File: src/rtl/fmap_stream_gen_if.sv
// Stream bus carrying feature-map beats from the generator to a downstream consumer.
interface fmap_stream_gen_if #(
    parameter int unsigned DATA_WIDTH = 16,
    parameter int unsigned ROW_W      = 5,
    parameter int unsigned COL_W      = 5,
    parameter int unsigned DEP_W      = 3
);
    logic [DATA_WIDTH-1:0] m_data;
    logic                  m_valid;
    logic                  m_ready;
    logic                  m_last;
    logic                  m_win;
    logic [ROW_W-1:0]      row_idx;
    logic [COL_W-1:0]      col_idx;
    logic [DEP_W-1:0]      dep_idx;

    modport master (
        output m_data, m_valid, m_last, m_win, row_idx, col_idx, dep_idx,
        input  m_ready
    );

    modport slave (
        input  m_data, m_valid, m_last, m_win, row_idx, col_idx, dep_idx,
        output m_ready
    );
endinterface

File: src/rtl/fmap_stream_gen.sv
// Feature-map stream generator: walks a ROWS x COLS x DEPTH frame (depth innermost),
// emits one beat per pixel channel with a selectable data pattern, and flags beats
// that complete a KERNEL_SIZE window placed on a STRIDE grid.
module fmap_stream_gen #(
    parameter int unsigned ROWS        = 20,
    parameter int unsigned COLS        = 20,
    parameter int unsigned DEPTH       = 8,
    parameter int unsigned DATA_WIDTH  = 16,
    parameter int unsigned KERNEL_SIZE = 3,
    parameter int unsigned STRIDE      = 2
) (
    input  logic              i_clk,
    input  logic              i_rst,
    input  logic              i_start,
    input  logic              i_abort,
    input  logic [1:0]        i_mode,
    input  logic [15:0]       i_cfg_value,
    fmap_stream_gen_if.master m_if,
    output logic              o_busy,
    output logic              o_done,
    output logic [31:0]       o_win_count
);
    localparam int unsigned ROW_W  = (ROWS > 1) ? $clog2(ROWS) : 1;
    localparam int unsigned COL_W  = (COLS > 1) ? $clog2(COLS) : 1;
    localparam int unsigned DEP_W  = (DEPTH > 1) ? $clog2(DEPTH) : 1;
    localparam int unsigned KS_MAX = (KERNEL_SIZE > STRIDE) ? KERNEL_SIZE : STRIDE;
    localparam int unsigned PH_W   = $clog2(KS_MAX) + 1;

    localparam logic [ROW_W-1:0] ROW_LAST  = ROW_W'(ROWS - 1);
    localparam logic [COL_W-1:0] COL_LAST  = COL_W'(COLS - 1);
    localparam logic [DEP_W-1:0] DEP_LAST  = DEP_W'(DEPTH - 1);
    // Phase counters count down to the next window-aligned row/column; 0 means aligned.
    localparam logic [PH_W-1:0]  PH_INIT   = PH_W'(KERNEL_SIZE - 1);
    localparam logic [PH_W-1:0]  PH_RELOAD = PH_W'(STRIDE - 1);

    typedef enum logic [1:0] {StIdle, StStream, StDone} state_e;

    state_e                r_state;
    state_e                w_state_next;

    logic [1:0]            r_mode;
    logic [15:0]           r_cfg;
    logic [15:0]           r_lfsr;
    logic [DATA_WIDTH-1:0] r_lin;
    logic [ROW_W-1:0]      r_row;
    logic [COL_W-1:0]      r_col;
    logic [DEP_W-1:0]      r_dep;
    logic [PH_W-1:0]       r_row_ph;
    logic [PH_W-1:0]       r_col_ph;
    logic [31:0]           r_win_count;

    logic                  w_valid;
    logic                  w_fire;
    logic                  w_last;
    logic                  w_win;
    logic [15:0]           w_lfsr_next;
    logic [PH_W-1:0]       w_row_ph_next;
    logic [PH_W-1:0]       w_col_ph_next;
    logic [DATA_WIDTH-1:0] w_data;

    // State register.
    always_ff @(posedge i_clk) begin
        if (i_rst) begin
            r_state <= StIdle;
        end else begin
            r_state <= w_state_next;
        end
    end

    // Next-state logic and status outputs.
    always_comb begin
        w_state_next = r_state;
        o_busy       = 1'b0;
        o_done       = 1'b0;
        unique case (r_state)
            StIdle: begin
                if (i_start) begin
                    w_state_next = StStream;
                end
            end
            StStream: begin
                o_busy = 1'b1;
                if (i_abort || (w_fire && w_last)) begin
                    w_state_next = StDone;
                end
            end
            StDone: begin
                o_done       = 1'b1;
                w_state_next = StIdle;
            end
            default: begin
                w_state_next = StIdle;
            end
        endcase
    end

    // Beat qualifiers, pattern selection and phase/LFSR step values.
    always_comb begin
        w_valid       = (r_state == StStream);
        w_fire        = w_valid && m_if.m_ready;
        w_last        = w_valid && (r_row == ROW_LAST) && (r_col == COL_LAST)
                        && (r_dep == DEP_LAST);
        w_win         = w_valid && (r_dep == DEP_LAST) && (r_row_ph == '0)
                        && (r_col_ph == '0);
        // Fibonacci taps 16,14,13,11 -> bit indices 15,13,12,10.
        w_lfsr_next   = {r_lfsr[14:0], r_lfsr[15] ^ r_lfsr[13] ^ r_lfsr[12] ^ r_lfsr[10]};
        w_row_ph_next = (r_row_ph == '0) ? PH_RELOAD : r_row_ph - PH_W'(1);
        w_col_ph_next = (r_col_ph == '0) ? PH_RELOAD : r_col_ph - PH_W'(1);
        w_data        = r_lin;
        unique case (r_mode)
            2'd1:    w_data = DATA_WIDTH'(r_cfg);
            2'd2:    w_data = DATA_WIDTH'(r_lfsr);
            default: w_data = r_lin;
        endcase
    end

    // Drive the stream bus; data is forced to zero whenever no beat is offered.
    always_comb begin
        m_if.m_valid = w_valid;
        m_if.m_data  = w_valid ? w_data : '0;
        m_if.m_last  = w_last;
        m_if.m_win   = w_win;
        m_if.row_idx = r_row;
        m_if.col_idx = r_col;
        m_if.dep_idx = r_dep;
        o_win_count  = r_win_count;
    end

    // Frame datapath: config capture on start, coordinate walk and pattern advance per beat.
    always_ff @(posedge i_clk) begin
        if (i_rst) begin
            r_mode      <= 2'd0;
            r_cfg       <= 16'd0;
            r_lfsr      <= 16'h0001;
            r_lin       <= '0;
            r_row       <= '0;
            r_col       <= '0;
            r_dep       <= '0;
            r_row_ph    <= PH_INIT;
            r_col_ph    <= PH_INIT;
            r_win_count <= 32'd0;
        end else if ((r_state == StIdle) && i_start) begin
            r_mode      <= i_mode;
            r_cfg       <= i_cfg_value;
            r_lfsr      <= (i_cfg_value == 16'd0) ? 16'h0001 : i_cfg_value;
            r_lin       <= '0;
            r_row       <= '0;
            r_col       <= '0;
            r_dep       <= '0;
            r_row_ph    <= PH_INIT;
            r_col_ph    <= PH_INIT;
            r_win_count <= 32'd0;
        end else if (w_fire) begin
            r_lfsr <= w_lfsr_next;
            r_lin  <= r_lin + DATA_WIDTH'(1);
            if (w_win) begin
                r_win_count <= r_win_count + 32'd1;
            end
            // A beat accepted alongside abort still counts; the walk then parks at zero.
            if (w_last || i_abort) begin
                r_row    <= '0;
                r_col    <= '0;
                r_dep    <= '0;
                r_row_ph <= PH_INIT;
                r_col_ph <= PH_INIT;
            end else if (r_dep != DEP_LAST) begin
                r_dep <= r_dep + DEP_W'(1);
            end else begin
                r_dep <= '0;
                if (r_col != COL_LAST) begin
                    r_col    <= r_col + COL_W'(1);
                    r_col_ph <= w_col_ph_next;
                end else begin
                    r_col    <= '0;
                    r_col_ph <= PH_INIT;
                    r_row    <= r_row + ROW_W'(1);
                    r_row_ph <= w_row_ph_next;
                end
            end
        end else if (w_valid && i_abort) begin
            r_row    <= '0;
            r_col    <= '0;
            r_dep    <= '0;
            r_row_ph <= PH_INIT;
            r_col_ph <= PH_INIT;
        end
    end
endmodule

File: src/flat_wrapper.sv
// flat-port wrapper written by rule: the top's interface ports become plain ports
module fmap_stream_gen_flat 
#(
    parameter int unsigned ROWS        = 20,
    parameter int unsigned COLS        = 20,
    parameter int unsigned DEPTH       = 8,
    parameter int unsigned DATA_WIDTH  = 16,
    parameter int unsigned KERNEL_SIZE = 3,
    parameter int unsigned STRIDE      = 2
)
  (i_clk, i_rst, i_start, i_abort, i_mode, i_cfg_value, o_busy, o_done, o_win_count, m_if_m_data, m_if_m_valid, m_if_m_last, m_if_m_win, m_if_row_idx, m_if_col_idx, m_if_dep_idx, m_if_m_ready);
  fmap_stream_gen_if #(.DATA_WIDTH(DATA_WIDTH)) m_if_i ();
  input  logic i_clk;
  input  logic i_rst;
  input  logic i_start;
  input  logic i_abort;
  input  logic [1:0] i_mode;
  input  logic [15:0] i_cfg_value;
  output logic o_busy;
  output logic o_done;
  output logic [31:0] o_win_count;
  output wire logic [$bits(m_if_i.m_data)-1:0] m_if_m_data;
  output wire logic [$bits(m_if_i.m_valid)-1:0] m_if_m_valid;
  output wire logic [$bits(m_if_i.m_last)-1:0] m_if_m_last;
  output wire logic [$bits(m_if_i.m_win)-1:0] m_if_m_win;
  output wire logic [$bits(m_if_i.row_idx)-1:0] m_if_row_idx;
  output wire logic [$bits(m_if_i.col_idx)-1:0] m_if_col_idx;
  output wire logic [$bits(m_if_i.dep_idx)-1:0] m_if_dep_idx;
  input wire logic [$bits(m_if_i.m_ready)-1:0] m_if_m_ready;
  assign m_if_m_data = m_if_i.m_data;
  assign m_if_m_valid = m_if_i.m_valid;
  assign m_if_m_last = m_if_i.m_last;
  assign m_if_m_win = m_if_i.m_win;
  assign m_if_row_idx = m_if_i.row_idx;
  assign m_if_col_idx = m_if_i.col_idx;
  assign m_if_dep_idx = m_if_i.dep_idx;
  assign m_if_i.m_ready = m_if_m_ready;
  fmap_stream_gen #(.ROWS(ROWS), .COLS(COLS), .DEPTH(DEPTH), .DATA_WIDTH(DATA_WIDTH), .KERNEL_SIZE(KERNEL_SIZE), .STRIDE(STRIDE)) u_core (.i_clk(i_clk), .i_rst(i_rst), .i_start(i_start), .i_abort(i_abort), .i_mode(i_mode), .i_cfg_value(i_cfg_value), .m_if(m_if_i), .o_busy(o_busy), .o_done(o_done), .o_win_count(o_win_count));
endmodule
File: config.mk
export PLATFORM = sky130hd
export DESIGN_NAME = fmap_stream_gen_flat
export DESIGN_NICKNAME = d
export VERILOG_FILES = /design/src/rtl/fmap_stream_gen_if.sv /design/src/rtl/fmap_stream_gen.sv /design/src/flat_wrapper.sv
export SDC_FILE = /design/constraint.sdc
export NUM_CORES = 1
export LEC_CHECK = 0
export CORE_ASPECT_RATIO = 0.5
export CORE_MARGIN = 10
export CORE_UTILIZATION = 53
export CTS_CLUSTER_DIAMETER = 100
export DETAILED_ROUTE_END_ITERATION = 8
export PLACE_DENSITY = 0.81
export SLEW_MARGIN = 20
export SYNTH_ARGS = -nofsm -noshare
export SYNTH_HDL_FRONTEND = slang
export SYNTH_SLANG_ARGS = --single-unit
File: constraint.sdc
create_clock -name i_clk -period 3.4 [get_ports i_clk]
set_clock_uncertainty 0.2 [all_clocks]
set_input_delay 0.68 -clock i_clk [delete_from_list [all_inputs] [get_ports i_clk]]
set_output_delay 0.68 -clock i_clk [all_outputs]
set_load 0.02 [all_outputs]
Word level (Yosys, flattened, before mapping). Index checks and enable logic that the tools add are counted.

Equal/unequal tests: 13. Order comparisons: 0. $add $sub $neg: 7. Mux-type cells: 34. Bitwise operators: 3. Shift operators: 0. Multipliers: 0. Div/mod/pow operators: 0. Reductions and logical operators: 23.

Operator list (number): 2-to-1 mux 16 bit (4); 2-to-1 mux 3 bit (15); 2-to-1 mux 5 bit (9); adder 32 x 1 -> 32 bit (second input constant) (1); case mux 16 bit (2 select lines) (1); adder 16 x 1 -> 16 bit (second input constant) (1); zero test 16 bit (1); adder 5 x 1 -> 5 bit (second input constant) (2); equality test 5 bit (second input constant) (2); logical AND 1 bit (10); != test 3 bit (second input constant) (3); zero test 3 bit (2); AND reduction 2 bit (3); subtractor 3 x 1 -> 3 bit (second input constant) (2); != test 5 bit (second input constant) (1); equality test 2 x 1 -> 1 bit (second input constant) (2); equality test 2 bit (second input constant) (2); 2-to-1 mux 2 bit (2); != test 2 bit (second input constant) (2); case mux 2 bit (2 select lines) (1); nonzero test 2 bit (2); adder 3 x 1 -> 3 bit (second input constant) (1); equality test 3 bit (second input constant) (1); AND reduction 3 bit (1); other kinds (5) (9).

Latch bits: 0. RAM bits: 0. Output and inout bits: 66. Bits in read-only memories: 0. Memories kept: 0. Input port bits: 23. Bits in registers: 103.

Depth between registers and ports, before layout.
Word-level depth: 8. Depth in mapped cells: 9. Depth with buffers taken out: 7.

Worst setup path after synthesis. Ideal clock, no wire load.

Kind: flip-flop to flip-flop. From: register u_core.r_dep[0], in the netlist u_core.m_if.dep_idx[0]. To: register u_core.r_win_count[30], in the netlist u_core.o_win_count[30]. Arrival: 2.347 ns. Cell stages (with the launch flop): 9. Slack: 0.782 ns. Cells stage by stage: dfxtp_1 > ha_1 > ha_1 > and4b_1 > clkbuf_1 > nand2_1 > or4_4 > or4_1 > a21oi_1.

Longest elaborated chain between the ends: 5.

Ends and longest elaborated chain: start: declaration (RTL line fmap_stream_gen.sv:47) `logic [DEP_W-1:0] r_dep;`; start signal: assignment (RTL line fmap_stream_gen.sv:167) `r_dep <= r_dep + DEP_W'(1);`; equality test 3 bit (RTL line fmap_stream_gen.sv:103) `w_win = w_valid && (r_dep == DEP_LAST) && (r_row_ph == '0)`; logical AND 1 bit (2 in series) (RTL line fmap_stream_gen.sv:103); logical AND 1 bit (RTL line fmap_stream_gen.sv:104) `&& (r_col_ph == '0);`; AND reduction 2 bit (no line); end signal: assignment (RTL line fmap_stream_gen.sv:157) `r_win_count <= r_win_count + 32'd1;`; end: declaration (RTL line fmap_stream_gen.sv:50) `logic [31:0] r_win_count;`.

No other way between the ends. A chain may end at the register's enable or synchronous reset.

Final worst setup path.
From: register u_core.r_row[0], in the netlist u_core.m_if.row_idx[0]. To: output port m_if_m_last.

Longest elaborated chain between the ends: 4.

Ends and longest elaborated chain: start: declaration (RTL line fmap_stream_gen.sv:45) `logic [ROW_W-1:0] r_row;`; start signal: assignment (RTL line fmap_stream_gen.sv:176) `r_row <= r_row + ROW_W'(1);`; equality test 5 bit (RTL line fmap_stream_gen.sv:101) `w_last = w_valid && (r_row == ROW_LAST) && (r_col == COL_LAST)`; logical AND 1 bit (2 in series) (RTL line fmap_stream_gen.sv:101); logical AND 1 bit (RTL line fmap_stream_gen.sv:102) `&& (r_dep == DEP_LAST);`; end: declaration (RTL line flat_wrapper.sv:24) `output wire logic [$bits(m_if_i.m_last)-1:0] m_if_m_last;`.

No other way between the ends.

==> qor.yml <==
layout:
  finalNetCount: 742
  ff_latch_area_um2: 2062
  antenna_cells: 0
  layout-drive-gt1-share: 0.06285
  syn_to_final_growth_pct: 27.12
  multiInputGateArea_um2: 2638
  fillerInstances: 736
  fin_cells: 833
worst_setup_path:
  r2r_slack_ns: 0.77
  cp.required_ns: 2.52
  r2r-end: "u_core.o_win_count[30]$_SDFFE_PP0P_"
  critPathBufInv: 1
  cp-start-kind: "register"
  critPathSlowestCell: "clkdlybuf4s50_1"
  cp-end-kind: "output pin"
  path_delay_family: "simple AND/OR/NAND/NOR gates"
  cp.depth: 5
  r2r_cells: 7
  critPathMaxStageDelay_ns: 0.61
  r2r_start: "u_core.m_if.dep_idx[0]$_SDFFE_PP0P_"
  worstSetupPathType: "reg -> out"
  path_max_fanout: 5
  crit_path_cell_trace: "ha_1 > nor4bb_2 > and3_1 > and2_1 > clkdlybuf4s50_1"
  crit_arrival_ns: 2.35
clocking:
  cts_tree: "yes"
  clk_pin_slew_ns: 0.07
  cts.sinks: 103
  cts_buffer_depth: 2
  cts_made_buffers: 9
  cts_max_level: 3
  clk_latency_ns: 0.35
  post_cts_buffers: 0
  root_buffer: "clkbuf_16"
placement:
  globalplace.congestion: 0.8169
  portBuffers: 88
  preCtsSetupSlack_ns: 0.3959
  dp_hpwl_mm: 9.276
  dp_cells: 817
min_path:
  min_path_type: "reg -> reg"
  hold_depth: 2
  min-delay-start: "u_core.r_cfg[12]$_SDFFE_PP0P_"
  holdPathEnd: "u_core.r_cfg[12]$_SDFFE_PP0P_"
floorplan:
  rows: 24
  die_h_um: 87.96
  core-area_um2: 8859
  num_io_pins: 89
  die_w_um: 155.9
  dieArea_um2: 13710
  start_util: 0.5525
yosys:
  synth_cell_types: 45
  yosysSeqAreaShare: 0.4213
  syn_area_per_cell_um2: 7.782
  synth_fp_nets: 660
  netlist_area_um2: 4895
  synth_seq_cells: 103
  synth-edff-count: 0
  ys_warn_count: 0
  synth_cells: 629
  async_reset_ff_frac: 0
  synth_ff_type: "dfxtp_1"
drt:
  antenna_left: 0
  via_per_inst: 5.657
  post_drt_wl_per_cell_um: 15.32
  drc: 0
  drt_iter0_drc: 248
  drt-total-wl_mm: 12.76
  first_pass_iters: 5
  num_vias: 4712
timing:
  setup_viol: 0
  fin_ws_ns: 0.1707
  tightestPinTransition_ns: 0.6357
  tns_ns: 0
  period_needed_ns: 3.229
  relSlewSlack: 0.5729
  fin_crit_sh: 0.9498
  rsz0062_at_grt: "false"
  hold_viol: 0
  drv_slew: 0
  fmax_ghz: 0.3097
global_route:
  grt_pass1_vias: 4488
  gr-total-overflow: 0
  grt_pass1_wl_mm: 21.25
  grt_usage: 0.1853
  grt_antenna_before_repair: 0
  grt_max_degree: 38
run_status:
  status: "finished clean"
job:
  drv_cap: 0
pwr:
  power.leakage_uw: 0.002068
  ir_drop_uv: 272.1
  power_density_nw_per_um2: 398.9
[registers in the layout, indices dropped and copies added, names as in the netlist]
signal	count
u_core.o_win_count	32
u_core.r_cfg	16
u_core.r_lfsr	16
u_core.r_lin	16
u_core.m_if.col_idx	5
u_core.m_if.row_idx	5
u_core.m_if.dep_idx	3
u_core.r_col_ph	3
u_core.r_row_ph	3
u_core.r_mode	2
u_core.r_state	2
[routing by layer]
layer | global-route usage | routed length (µm) | share of wire | vias to the layer above
met5 | 0 | 0 | 0 | -
met4 | 0.05963 | 211 | 0.017 | 0
met3 | 0.04892 | 707 | 0.055 | 19
met2 | 0.3250 | 6165 | 0.48 | 130
met1 | 0.2196 | 5673 | 0.44 | 2214
li1 | - | - | - | 2349
[kinds of logic after synthesis]
| kind of cell | count (synthesis) | synth area share |
|---|---|---|
| AND/OR/NAND/NOR | 301 | 0.2866 |
| AO/OA/AOI/OAI | 122 | 0.1549 |
| flip-flops | 103 | 0.4213 |
| buffers and inverters | 53 | 0.04167 |
| XOR/XNOR | 42 | 0.07515 |
| adder cells (fa/ha/maj) | 8 | 0.02045 |
[tightest hold or removal path: cells and delay by family, from the launching register on]
| kind | cells | cell delay, ns |
|---|---|---|
| DFF | 1 | 0.31 |
| and+or+nand+nor | 1 | 0.05 |
| AOI/OAI and AO/OA | 1 | 0.05 |
[what timing repair did]
action | CTS | global route
resized for setup | 0 | 2
hold buffers | 0 | 0
setup endpoints to repair | 0 | 13
[synthesized netlist by cell type (15+ instances only)]
cell type,n,area share
xnor2_1,28,0.050
a21oi_1,57,0.058
a311oi_1,16,0.029
clkbuf_1,35,0.027
nand3_1,17,0.017
a22oi_1,15,0.023
nor2_1,99,0.076
o21ai_0,16,0.016
nand2_1,100,0.077
dfxtp_1,103,0.42
nor3_1,16,0.016
[per-stage QoR]
step                area (µm²)  hold slack (ns)  utilization  total power (µW)
global placement          5936           0.2404       0.6701              1531
global route              6222           0.2820       0.7024              2576
floorplan                 4895           0.2252            -              1441
CTS                       6213           0.2584       0.7014              2496
finish                    6222           0.2614       0.7024              2482
detailed placement        5936           0.2435       0.6701              1536
[final cells by class]
cell class | instances | share of cell area
clock buffer | 12 | 0.03961
clock inverter | 4 | 0.005027
inverter | 14 | 0.008446
multi-input combinational | 473 | 0.4239
sequential | 103 | 0.3314
tap | 117 | 0.02353
timing repair buffer | 110 | 0.1681
[layout by cell type, fill, tap and decap left out, types with 5 or more instances in the layout]
| cell type | instances |
|---|---|
| nor2_1 | 99 |
| o21a_1 | 5 |
| and4_1 | 7 |
| and3_1 | 7 |
| clkbuf_16 | 9 |
| nand3_1 | 17 |
| and2_1 | 9 |
| nand4_1 | 13 |
| xnor2_1 | 28 |
| a22oi_1 | 15 |
| nor4_1 | 11 |
| inv_1 | 14 |
| dfxtp_1 | 103 |
| or3_1 | 7 |
| a21oi_1 | 57 |
| ha_1 | 7 |
| xor2_1 | 14 |
| a311oi_1 | 16 |
| nor3_1 | 16 |
| clkdlybuf4s50_1 | 88 |
| nand2_1 | 100 |
| o21ai_0 | 16 |
| buf_4 | 22 |
[power breakdown]
part	switching (µW)	internal [µW]	total, µW
sequential	29.2	1240	1270
clock	451	518	970
combinational	147	94.5	241
total	627	1850	2480
[worst max path at each step]
stage	startpoint	to	slack [ns]
global placement	u_core.m_if.row_idx[0]$_SDFFE_PP0P_	m_if_m_last	0.46
detailed placement	u_core.r_mode[0]$_SDFFE_PP0P_	m_if_m_data[15]	0.40
floorplan	u_core.m_if.dep_idx[0]$_SDFFE_PP0P_	u_core.o_win_count[30]$_SDFFE_PP0P_	0.78
global route	u_core.r_mode[0]$_SDFFE_PP0P_	m_if_m_data[6]	0.006
finish	u_core.m_if.row_idx[0]$_SDFFE_PP0P_	m_if_m_last	0.17
CTS	u_core.r_mode[0]$_SDFFE_PP0P_	m_if_m_data[15]	0.02
No activity file was read; power rests on OpenSTA's default activity.
